File: src/rtl/dm_port_arbiter.sv
// Cycle-level arbiter sharing one single-port sync SRAM between the core and the loader.
// Optional perf counters (stall_cnt, ld_cnt) are enabled by defining DM_ARB_PERF_EN.
module dm_port_arbiter #(
    parameter int ADDR_W     = 11,
    parameter int DATA_W     = 32,
    parameter int MAX_STREAK = 16
) (
    input  logic              clk,
    input  logic              rst,
    input  logic              loading,
    input  logic              core_req,
    input  logic              core_we,
    input  logic [ADDR_W-1:0] core_addr,
    input  logic [DATA_W-1:0] core_wdata,
    output logic              core_gnt,
    output logic              core_rvalid,
    output logic [DATA_W-1:0] core_rdata,
    input  logic              ld_req,
    input  logic              ld_we,
    input  logic [ADDR_W-1:0] ld_addr,
    input  logic [DATA_W-1:0] ld_wdata,
    output logic              ld_gnt,
    output logic              ld_rvalid,
    output logic [DATA_W-1:0] ld_rdata,
    output logic              mem_cen,
    output logic              mem_wen,
    output logic              mem_oen,
    output logic [ADDR_W-1:0] mem_addr,
    output logic [DATA_W-1:0] mem_datain,
    input  logic [DATA_W-1:0] mem_dataout,
    output logic              busy
`ifdef DM_ARB_PERF_EN
    ,
    output logic [31:0]       stall_cnt,
    output logic [31:0]       ld_cnt
`endif
);

    localparam int SW = $clog2(MAX_STREAK + 1);
    localparam logic [SW-1:0] STREAK_MAX = SW'(MAX_STREAK);

    typedef enum logic [1:0] {ST_RUN, ST_LOAD, ST_DRAIN} state_t;

    state_t            state_q, state_d;
    logic [SW-1:0]     streak_q, streak_d;
    logic              drain_cnt_q, drain_cnt_d;
    logic              loading_q;
    logic              mem_cen_q, mem_cen_d;
    logic              mem_wen_q, mem_wen_d;
    logic              mem_oen_q, mem_oen_d;
    logic [ADDR_W-1:0] mem_addr_q, mem_addr_d;
    logic [DATA_W-1:0] mem_datain_q, mem_datain_d;
    logic              rd_vld_q, rd_vld_d;
    logic              rd_own_q, rd_own_d;
    logic              core_rvalid_q, core_rvalid_d;
    logic              ld_rvalid_q, ld_rvalid_d;

    // Arbitration and mode FSM
    always_comb begin
        state_d     = state_q;
        streak_d    = streak_q;
        drain_cnt_d = drain_cnt_q;
        core_gnt    = 1'b0;
        ld_gnt      = 1'b0;
        case (state_q)
            ST_RUN: begin
                if (loading) begin
                    state_d     = ST_DRAIN;
                    drain_cnt_d = 1'b0;
                    streak_d    = '0;
                end else begin
                    if (ld_req && (streak_q == STREAK_MAX || !core_req))
                        ld_gnt = 1'b1;
                    else if (core_req)
                        core_gnt = 1'b1;
                    if (!ld_req || ld_gnt)
                        streak_d = '0;
                    else if (core_gnt && streak_q != STREAK_MAX)
                        streak_d = streak_q + SW'(1);
                end
            end
            ST_LOAD: begin
                streak_d = '0;
                if (!loading) begin
                    state_d     = ST_DRAIN;
                    drain_cnt_d = 1'b0;
                end else begin
                    ld_gnt = ld_req;
                end
            end
            ST_DRAIN: begin
                streak_d = '0;
                // A loading edge or a read still in the SRAM restarts the quiet count
                if (loading != loading_q || rd_vld_q) begin
                    drain_cnt_d = 1'b0;
                end else if (drain_cnt_q) begin
                    state_d     = loading ? ST_LOAD : ST_RUN;
                    drain_cnt_d = 1'b0;
                end else begin
                    drain_cnt_d = 1'b1;
                end
            end
            default: begin
                state_d  = ST_RUN;
                streak_d = '0;
            end
        endcase
        if (rst) begin
            core_gnt = 1'b0;
            ld_gnt   = 1'b0;
        end
    end

    // Memory command and read owner tag
    always_comb begin
        mem_cen_d    = 1'b1;
        mem_wen_d    = 1'b1;
        mem_oen_d    = 1'b1;
        mem_addr_d   = mem_addr_q;
        mem_datain_d = mem_datain_q;
        rd_vld_d     = 1'b0;
        rd_own_d     = 1'b0;
        if (core_gnt) begin
            mem_cen_d  = 1'b0;
            mem_wen_d  = ~core_we;
            mem_oen_d  = core_we;
            mem_addr_d = core_addr;
            if (core_we) mem_datain_d = core_wdata;
            rd_vld_d   = ~core_we;
        end else if (ld_gnt) begin
            mem_cen_d  = 1'b0;
            mem_wen_d  = ~ld_we;
            mem_oen_d  = ld_we;
            mem_addr_d = ld_addr;
            if (ld_we) mem_datain_d = ld_wdata;
            rd_vld_d   = ~ld_we;
            rd_own_d   = 1'b1;
        end
        core_rvalid_d = rd_vld_q & ~rd_own_q;
        ld_rvalid_d   = rd_vld_q & rd_own_q;
    end

    always_ff @(posedge clk) begin
        if (rst) begin
            state_q       <= ST_RUN;
            streak_q      <= '0;
            drain_cnt_q   <= 1'b0;
            loading_q     <= 1'b0;
            mem_cen_q     <= 1'b1;
            mem_wen_q     <= 1'b1;
            mem_oen_q     <= 1'b1;
            mem_addr_q    <= '0;
            mem_datain_q  <= '0;
            rd_vld_q      <= 1'b0;
            rd_own_q      <= 1'b0;
            core_rvalid_q <= 1'b0;
            ld_rvalid_q   <= 1'b0;
        end else begin
            state_q       <= state_d;
            streak_q      <= streak_d;
            drain_cnt_q   <= drain_cnt_d;
            loading_q     <= loading;
            mem_cen_q     <= mem_cen_d;
            mem_wen_q     <= mem_wen_d;
            mem_oen_q     <= mem_oen_d;
            mem_addr_q    <= mem_addr_d;
            mem_datain_q  <= mem_datain_d;
            rd_vld_q      <= rd_vld_d;
            rd_own_q      <= rd_own_d;
            core_rvalid_q <= core_rvalid_d;
            ld_rvalid_q   <= ld_rvalid_d;
        end
    end

    assign mem_cen     = mem_cen_q;
    assign mem_wen     = mem_wen_q;
    assign mem_oen     = mem_oen_q;
    assign mem_addr    = mem_addr_q;
    assign mem_datain  = mem_datain_q;
    assign core_rvalid = core_rvalid_q;
    assign ld_rvalid   = ld_rvalid_q;
    // Read data is taken straight from the SRAM output register, steered by the owner tag
    assign core_rdata  = core_rvalid_q ? mem_dataout : '0;
    assign ld_rdata    = ld_rvalid_q ? mem_dataout : '0;
    assign busy        = (state_q == ST_DRAIN) | rd_vld_q;

`ifdef DM_ARB_PERF_EN
    logic [31:0] stall_cnt_q, stall_cnt_d;
    logic [31:0] ld_cnt_q, ld_cnt_d;

    always_comb begin
        stall_cnt_d = stall_cnt_q;
        ld_cnt_d    = ld_cnt_q;
        if (core_req && !core_gnt && stall_cnt_q != 32'hFFFF_FFFF)
            stall_cnt_d = stall_cnt_q + 32'd1;
        if (ld_gnt && ld_cnt_q != 32'hFFFF_FFFF)
            ld_cnt_d = ld_cnt_q + 32'd1;
    end

    always_ff @(posedge clk) begin
        if (rst) begin
            stall_cnt_q <= '0;
            ld_cnt_q    <= '0;
        end else begin
            stall_cnt_q <= stall_cnt_d;
            ld_cnt_q    <= ld_cnt_d;
        end
    end

    assign stall_cnt = stall_cnt_q;
    assign ld_cnt    = ld_cnt_q;
`endif

endmodule

File: config.mk
export PLATFORM = sky130hd
export DESIGN_NAME = dm_port_arbiter
export DESIGN_NICKNAME = d
export VERILOG_FILES = /design/src/rtl/dm_port_arbiter.sv
export SDC_FILE = /design/constraint.sdc
export NUM_CORES = 1
export LEC_CHECK = 0
export CAP_MARGIN = 10
export CORE_MARGIN = 5
export CORE_UTILIZATION = 36
export DETAILED_ROUTE_END_ITERATION = 8
export GPL_TIMING_DRIVEN = 0
export PLACE_DENSITY_LB_ADDON = 0.1
export SLEW_MARGIN = 20
export SYNTH_ARGS = -nofsm -noshare
export SYNTH_HDL_FRONTEND = slang
export SYNTH_SLANG_ARGS = --single-unit
File: constraint.sdc
create_clock -name clk -period 3.39 [get_ports clk]
set_clock_uncertainty 0.15 [all_clocks]
set_input_delay 0.5085 -clock clk [delete_from_list [all_inputs] [get_ports clk]]
set_output_delay 0.5085 -clock clk [all_outputs]
set_load 0.01 [all_outputs]
==> flow_summary.ini, run 1 <==
[run_status]
outcome = finished, final reports clean

[global_route]
first_global_vias = 3922
grt_usage_pct = 25.0
grt.overflow.total = 0
grt_pass1_wl_mm = 20.6
initial_antenna_violation_count = 0
largest_net_degree_at_the_start_of_global_routing = 19

[floorplanning]
die_height_um = 103
die_width_um = 103
core_area_um2 = 8300
placementRows = 33
design.die.area_um2 = 10600
floorplan.initialDensity_pct = 37.4
floorplan.io_pins = 240

[timing]
layout_worst_path_cycle_share_pct = 97.9
final_hold_viol_count = 0
report.final.setup_viol = 0
setup_repair_after_global_routing_missed_its_margin = false
final-max-slew-violation-count = 0
fin_tns_setup_ns = 0
timing.max_slew.rel_slack_pct = 66.0
worst_hold_slack_ns = 0.270
min_tclk_post_route_ns = 3.32
fmaxAchievable_mhz = 301
worst-slew-pin-transition_ns = 0.510

[synth]
synthesis.instances = 392
synth_cell_type_count = 38
postSynth.asyncResetShare_pct = 0
synth_seq_area_share_pct = 38.1
postSynthRegisterBits = 59
ys.flop_type = sky130_fd_sc_hd__dfxtp_1
synth_warnings = 0
synth-edff-count = 0
synth.cell_area_um2 = 3100
syn-mean-instance-area_um2 = 7.91
synth_nets = 519

[setup_path]
critical_path.slowest_cell = sky130_fd_sc_hd__clkdlybuf4s50_1
worst_r2r_path_depth = 7
r2r-end = mem_datain[24]
worst_path_most_repeated_cell = sky130_fd_sc_hd__clkdlybuf4s50_1
timing.reg2reg.setup_slack_ns = 0.86
cp_max_fo = 5
worstPathCellList = clkdlybuf4s50_1, or4_4, a211oi_4, nor2_1, inv_1, clkdlybuf4s50_1
slowest_delay_ns = 0.55
r2r_start = streak_q[0]
worst_setup_path_start_kind = input port
arrival_ns = 2.66
timing_worst_setup_path_type = in2out
crit_path_end_kind = output pin
worstPathRequired_ns = 2.73

[placement]
place.detailed.hpwl_mm = 11.4
buffer_ports.inserted = 238
routabilityCongestion = 0.825

[power_and_ir_drop]
total_power_mw = 1.85
power.static_leakage_nw = 2.16
power.density_nw_per_um2 = 315
worst_ir_drop_vdd_mv = 0.292

[job]
drv_cap = 0

[detailed_routing]
detailedRoute.firstIterationViolations = 149
detail-route-antenna-nets = 0
drc = 0
met3RoutedLength_mm = 1.26
drt-vias-per-instance = 5.21
detailroute.wirelength.met2_mm = 7.27
top_layer_used = met4
postRouteWirelength_mm = 14.2
routed_wire_length_per_instance_um = 18.9
wl_met1_mm = 5.29
vias = 3907
drt_first_pass_iters = 4

[cts]
tritoncts_num_sinks = 59
clock_latency_of_the_later_clocked_register_in_the_worst_skew_pair_ns = 0.34
max-clock-path-buffers = 2
cts_buffers = 9
post_cts_buffers = 0
cts_tree = done
clock_transition_at_the_registers_of_the_reported_paths_ns = 0.06
postCtsHoldBufs = 0
cts_max_level = 3
clock-root-buffer = sky130_fd_sc_hd__clkbuf_8

[worst_hold_path]
hp-start = rd_own_q
min_delay_worst_endpoint = core_rvalid
worst_hold_path_type = reg2reg
worst_hold_path.num_cells = 1

[final_layout]
area.growth.synth_to_final_pct = 89.4
num-fill-cells = 707
layout-drive-gt1-share_pct = 5.27
final_nets = 767
layout.cells.most_common_list = 238 x sky130_fd_sc_hd__clkdlybuf4s50_1, 78 x sky130_fd_sc_hd__nand2_1, 64 x sky130_fd_sc_hd__and2_1, 59 x sky130_fd_sc_hd__dfxtp_1
leading_cell_type_in_the_layout_fill_and_taps_excluded = sky130_fd_sc_hd__clkdlybuf4s50_1
area.sequential_um2 = 1180
multi_input_area_um2 = 1750
antenna-diode-count = 0
==> critical path: cells and delay by family <==
kind | cells | cell delay [ns]
AND/OR/NAND/NOR | 2 | 0.68
buffers and inverters | 3 | 1.18
AO/OA/AOI/OAI | 1 | 0.29
==> layer usage <==
metal	track usage [%]	up-vias
met5	0	-
met4	8.47	0
met3	7.04	28
met2	45.1	178
met1	28.3	1802
li1	-	1899
==> worst max-delay path by stage <==
| stage | from | to | cells after the start |
|---|---|---|---|
| final | loading | ld_gnt | 6 |
| after global routing | loading | ld_gnt | 6 |
| after CTS | loading | core_gnt | 5 |
| after detailed placement | loading | core_gnt | 6 |
| after global placement | loading | core_gnt | 6 |
| after floorplan | rst | ld_gnt | 5 |
==> per-stage QoR <==
stage,cells,util (%),instance area (um2),setup WS [ns]
finish,750,70.8,5870,0.0725
global placement,735,67.7,5620,-0.224
floorplan,392,-,3100,1.08
global route,750,70.8,5870,0.00275
detailed placement,735,67.7,5620,-0.280
CTS,750,70.5,5850,0.0129
==> cell type report <==
cell class	instances	area share, %
Tap cell	105	2.24
Clock inverter	3	1.17
Inverter	10	0.682
Multi-Input combinational cell	285	29.8
Buffer	37	2.60
Clock buffer	13	2.88
Sequential cell	59	20.1
Timing Repair Buffer	238	40.6
==> repair_timing <==
action	4_1_cts	5_1_grt
pin swaps	0	1
gates cloned	0	0
gates resized for setup	1	4
endpoints found under the setup margin	2	2
==> power breakdown <==
part	leakage (nW)	switching (mW)	internal, mW
registers	0.480	0.0158	0.720
clock network	0.120	0.294	0.476
logic	1.56	0.131	0.216
total	2.16	0.441	1.41
==> cells in the mapped netlist, drive strengths merged, types with 2 or more instances <==
cell | n | area, um2
a211oi | 3 | 47.6
a311oi | 32 | 280
a31oi | 12 | 75.1
and2 | 64 | 400
buf | 14 | 66.3
clkbuf | 24 | 90.1
dfxtp | 59 | 1180
ha | 2 | 25.0
inv | 10 | 37.5
nand2 | 78 | 293
nand3 | 3 | 15.0
nand4 | 12 | 75.1
nor2 | 10 | 37.5
nor2b | 3 | 18.8
nor3b | 2 | 15.0
nor4 | 33 | 213
o211ai | 2 | 20.0
o21ai | 11 | 55.1
xnor2 | 2 | 17.5
xor2 | 3 | 26.3
==> state kept, by name (all words and copies together) (netlist names) <==
signal	count
core_rvalid	1
drain_cnt_q	1
ld_rvalid	1
loading_q	1
mem_addr	11
mem_cen	1
mem_datain	32
mem_oen	1
mem_wen	1
rd_own_q	1
rd_vld_q	1
state_q	2
streak_q	5
==> cells by family (layout without fill, tap and decap cells) <==
kind of cell / count (synthesis) / after routing / share of synthesized area, %
fa+ha+maj: 2 / 2 / 0.807
buf+inv: 48 / 301 / 6.25
xor+xnor: 5 / 5 / 1.41
compound gates: 66 / 66 / 16.9
simple gates: 212 / 212 / 36.5
flops: 59 / 59 / 38.1
Note: power is estimated with default switching activity, not from simulation.
==> run 2: changes to the inputs <==
--- a/config.mk
+++ b/config.mk
@@ -9,7 +9,6 @@
 export CORE_MARGIN = 5
 export CORE_UTILIZATION = 36
 export DETAILED_ROUTE_END_ITERATION = 8
-export GPL_TIMING_DRIVEN = 0
 export PLACE_DENSITY_LB_ADDON = 0.1
 export SLEW_MARGIN = 20
 export SYNTH_ARGS = -nofsm -noshare
==> run 2 against run 1 <==
Against the previous run: first-iteration DRC count up 13%; non-clock buffer count fell by 24; worst hold slack lost 0.010 ns; sequential power about the same; critical path depth did not move; core utilization decreased by 1.7 points; total power is 11% lower; combinational power is 2% lower; wire length shrank 3.7%; setup slack improved by 0.0042 ns; clock power fell by 27%.
==> flow_summary.ini, run 2 (synthesis results as in run 1) <==
[setup_path]
timing_worst_setup_path_type = in2out
worstPathCellList = clkdlybuf4s50_1, or4_4, a211oi_1, nor2_1, inv_1, clkdlybuf4s50_1
worst_path_most_repeated_cell = sky130_fd_sc_hd__clkdlybuf4s50_1
worst_setup_path_start_kind = input port
crit_path_end_kind = output pin
cp_top_family = buffers and inverters
slowest_delay_ns = 0.55
worstPathRequired_ns = 2.73
critPathBufInv = 3
arrival_ns = 2.65
cp_max_fo = 4
critical_path.slowest_cell = sky130_fd_sc_hd__or4_4

[run_status]
outcome = finished, final reports clean

[cts]
clock-root-buffer = sky130_fd_sc_hd__clkbuf_8
ctsResizeCount = 0
tritoncts_num_sinks = 59
clock_latency_of_the_later_clocked_register_in_the_worst_skew_pair_ns = 0.34
post_cts_buffers = 0
clock_transition_at_the_registers_of_the_reported_paths_ns = 0.07
cts_buffers = 9
max-clock-path-buffers = 2
cts_tree = done
cts_max_level = 3
postCtsHoldBufs = 0

[timing]
fin_ws_ns = 0.0767
min_tclk_post_route_ns = 3.31
layout_worst_path_cycle_share_pct = 97.7
report.final.setup_viol = 0
setup_repair_after_global_routing_missed_its_margin = false
fin_tns_setup_ns = 0
fmaxAchievable_mhz = 302
timing.max_slew.rel_slack_pct = 37.0
final-max-slew-violation-count = 0
final_hold_viol_count = 0
worst-slew-pin-transition_ns = 0.943

[placement]
placed_cells_incl_taps = 710
routabilityCongestion = 0.845
placement.setup.worst_slack_ns = 0.140
place.detailed.hpwl_mm = 10.4
buffer_ports.inserted = 239

[floorplanning]
die_width_um = 103
design.die.area_um2 = 10600
floorplan.io_pins = 240
core_area_um2 = 8300
floorplan.initialDensity_pct = 37.4
die_height_um = 103
placementRows = 33

[power_and_ir_drop]
power.static_leakage_nw = 2.10
worst_ir_drop_vdd_mv = 0.244
power.density_nw_per_um2 = 286

[global_route]
grt.overflow.total = 0
first_global_vias = 3733
largest_net_degree_at_the_start_of_global_routing = 47
initial_antenna_violation_count = 0
grt_pass1_wl_mm = 20.2
grt_usage_pct = 24.5

[detailed_routing]
detailedRoute.firstIterationViolations = 169
top_layer_used = met4
drt-vias-per-instance = 5.22
postRouteWirelength_mm = 13.7
detailroute.wirelength.met2_mm = 7.09
drc = 0
vias = 3787
wl_met1_mm = 5.11
routed_wire_length_per_instance_um = 18.8
detail-route-antenna-nets = 0
drt_first_pass_iters = 4
met3RoutedLength_mm = 1.19

[final_layout]
layout-drive-gt1-share_pct = 5.48
area.growth.synth_to_final_pct = 84.9
final_nets = 743
leading_cell_type_in_the_layout_fill_and_taps_excluded = sky130_fd_sc_hd__clkdlybuf4s50_1
num-fill-cells = 684
instances_no_fill = 726
finalCoreUtilization_pct = 69.1
layout.cells.most_common_list = 238 x sky130_fd_sc_hd__clkdlybuf4s50_1, 78 x sky130_fd_sc_hd__nand2_1, 64 x sky130_fd_sc_hd__and2_1, 59 x sky130_fd_sc_hd__dfxtp_1
largest_register_ffs = 32
antenna-diode-count = 0

[job]
drv_cap = 0

[worst_hold_path]
worst_hold_path_type = reg2reg
[run 2: cell count changes in the layout (fill, tap and decap cells not counted), moves of 2 or more]
cell                        before  now
sky130_fd_sc_hd__clkbuf_1       24    2
sky130_fd_sc_hd__bufinv_16       2    0
sky130_fd_sc_hd__clkbuf_8       12   10
sky130_fd_sc_hd__buf_1           3    0
sky130_fd_sc_hd__buf_4           0   12
sky130_fd_sc_hd__clkinv_2        0    2
sky130_fd_sc_hd__buf_2          11    1
[run 2: final cells by class]
| type | count | area, um2 | share of cell area [%] |
|---|---|---|---|
| Clock inverter | 4 | 26.3 | 0.458 |
| Multi-Input combinational cell | 285 | 1740 | 30.3 |
| Clock buffer | 12 | 145 | 2.53 |
| Sequential cell | 59 | 1180 | 20.6 |
| Timing Repair Buffer | 251 | 2480 | 43.2 |
| Inverter | 10 | 37.5 | 0.655 |
| Tap cell | 105 | 131 | 2.29 |
[run 2: worst paths after layout]
path	to	slack (ns)	from	depth (start not counted)
setup / recovery	ld_gnt	0.08	loading	6
hold / removal	core_rvalid	0.26	rd_own_q	1
setup reg to reg	mem_datain[5]	0.99	state_q[0]	5
hold reg to reg	core_rvalid	0.26	rd_own_q	1
[run 2: layer usage]
| metal | global-route usage, % | vias to the layer above |
|---|---|---|
| met5 | 0 | - |
| met4 | 7.07 | 0 |
| met3 | 7.10 | 18 |
| met2 | 43.5 | 152 |
| met1 | 28.6 | 1763 |
| li1 | - | 1854 |
[run 2: per-stage QoR]
stage          power [mW]  hold WS [ns]  area [um2]
6_report             1.64         0.260        5730
5_1_grt              1.71         0.269        5730
4_1_cts              1.65         0.262        5730
3_5_place_dp         1.09         0.249        5560
3_3_place_gp         1.08         0.249        5560
2_1_floorplan       0.856         0.239        3100
[run 2: power by group]
group	internal (mW)	total [mW]	switching (mW)	leakage (nW)
clock	0.284	0.564	0.280	0.0863
combinational	0.216	0.340	0.124	1.54
sequential	0.720	0.736	0.0163	0.480
==> run 3: changes to the inputs <==
--- a/config.mk
+++ b/config.mk
@@ -10,6 +10,7 @@
 export CORE_UTILIZATION = 36
 export DETAILED_ROUTE_END_ITERATION = 8
 export PLACE_DENSITY_LB_ADDON = 0.1
+export SKIP_LAST_GASP = 1
 export SLEW_MARGIN = 20
 export SYNTH_ARGS = -nofsm -noshare
 export SYNTH_HDL_FRONTEND = slang
==> results of run 3 <==
The final DEF is identical to that of run 2; final timing and power are the same.
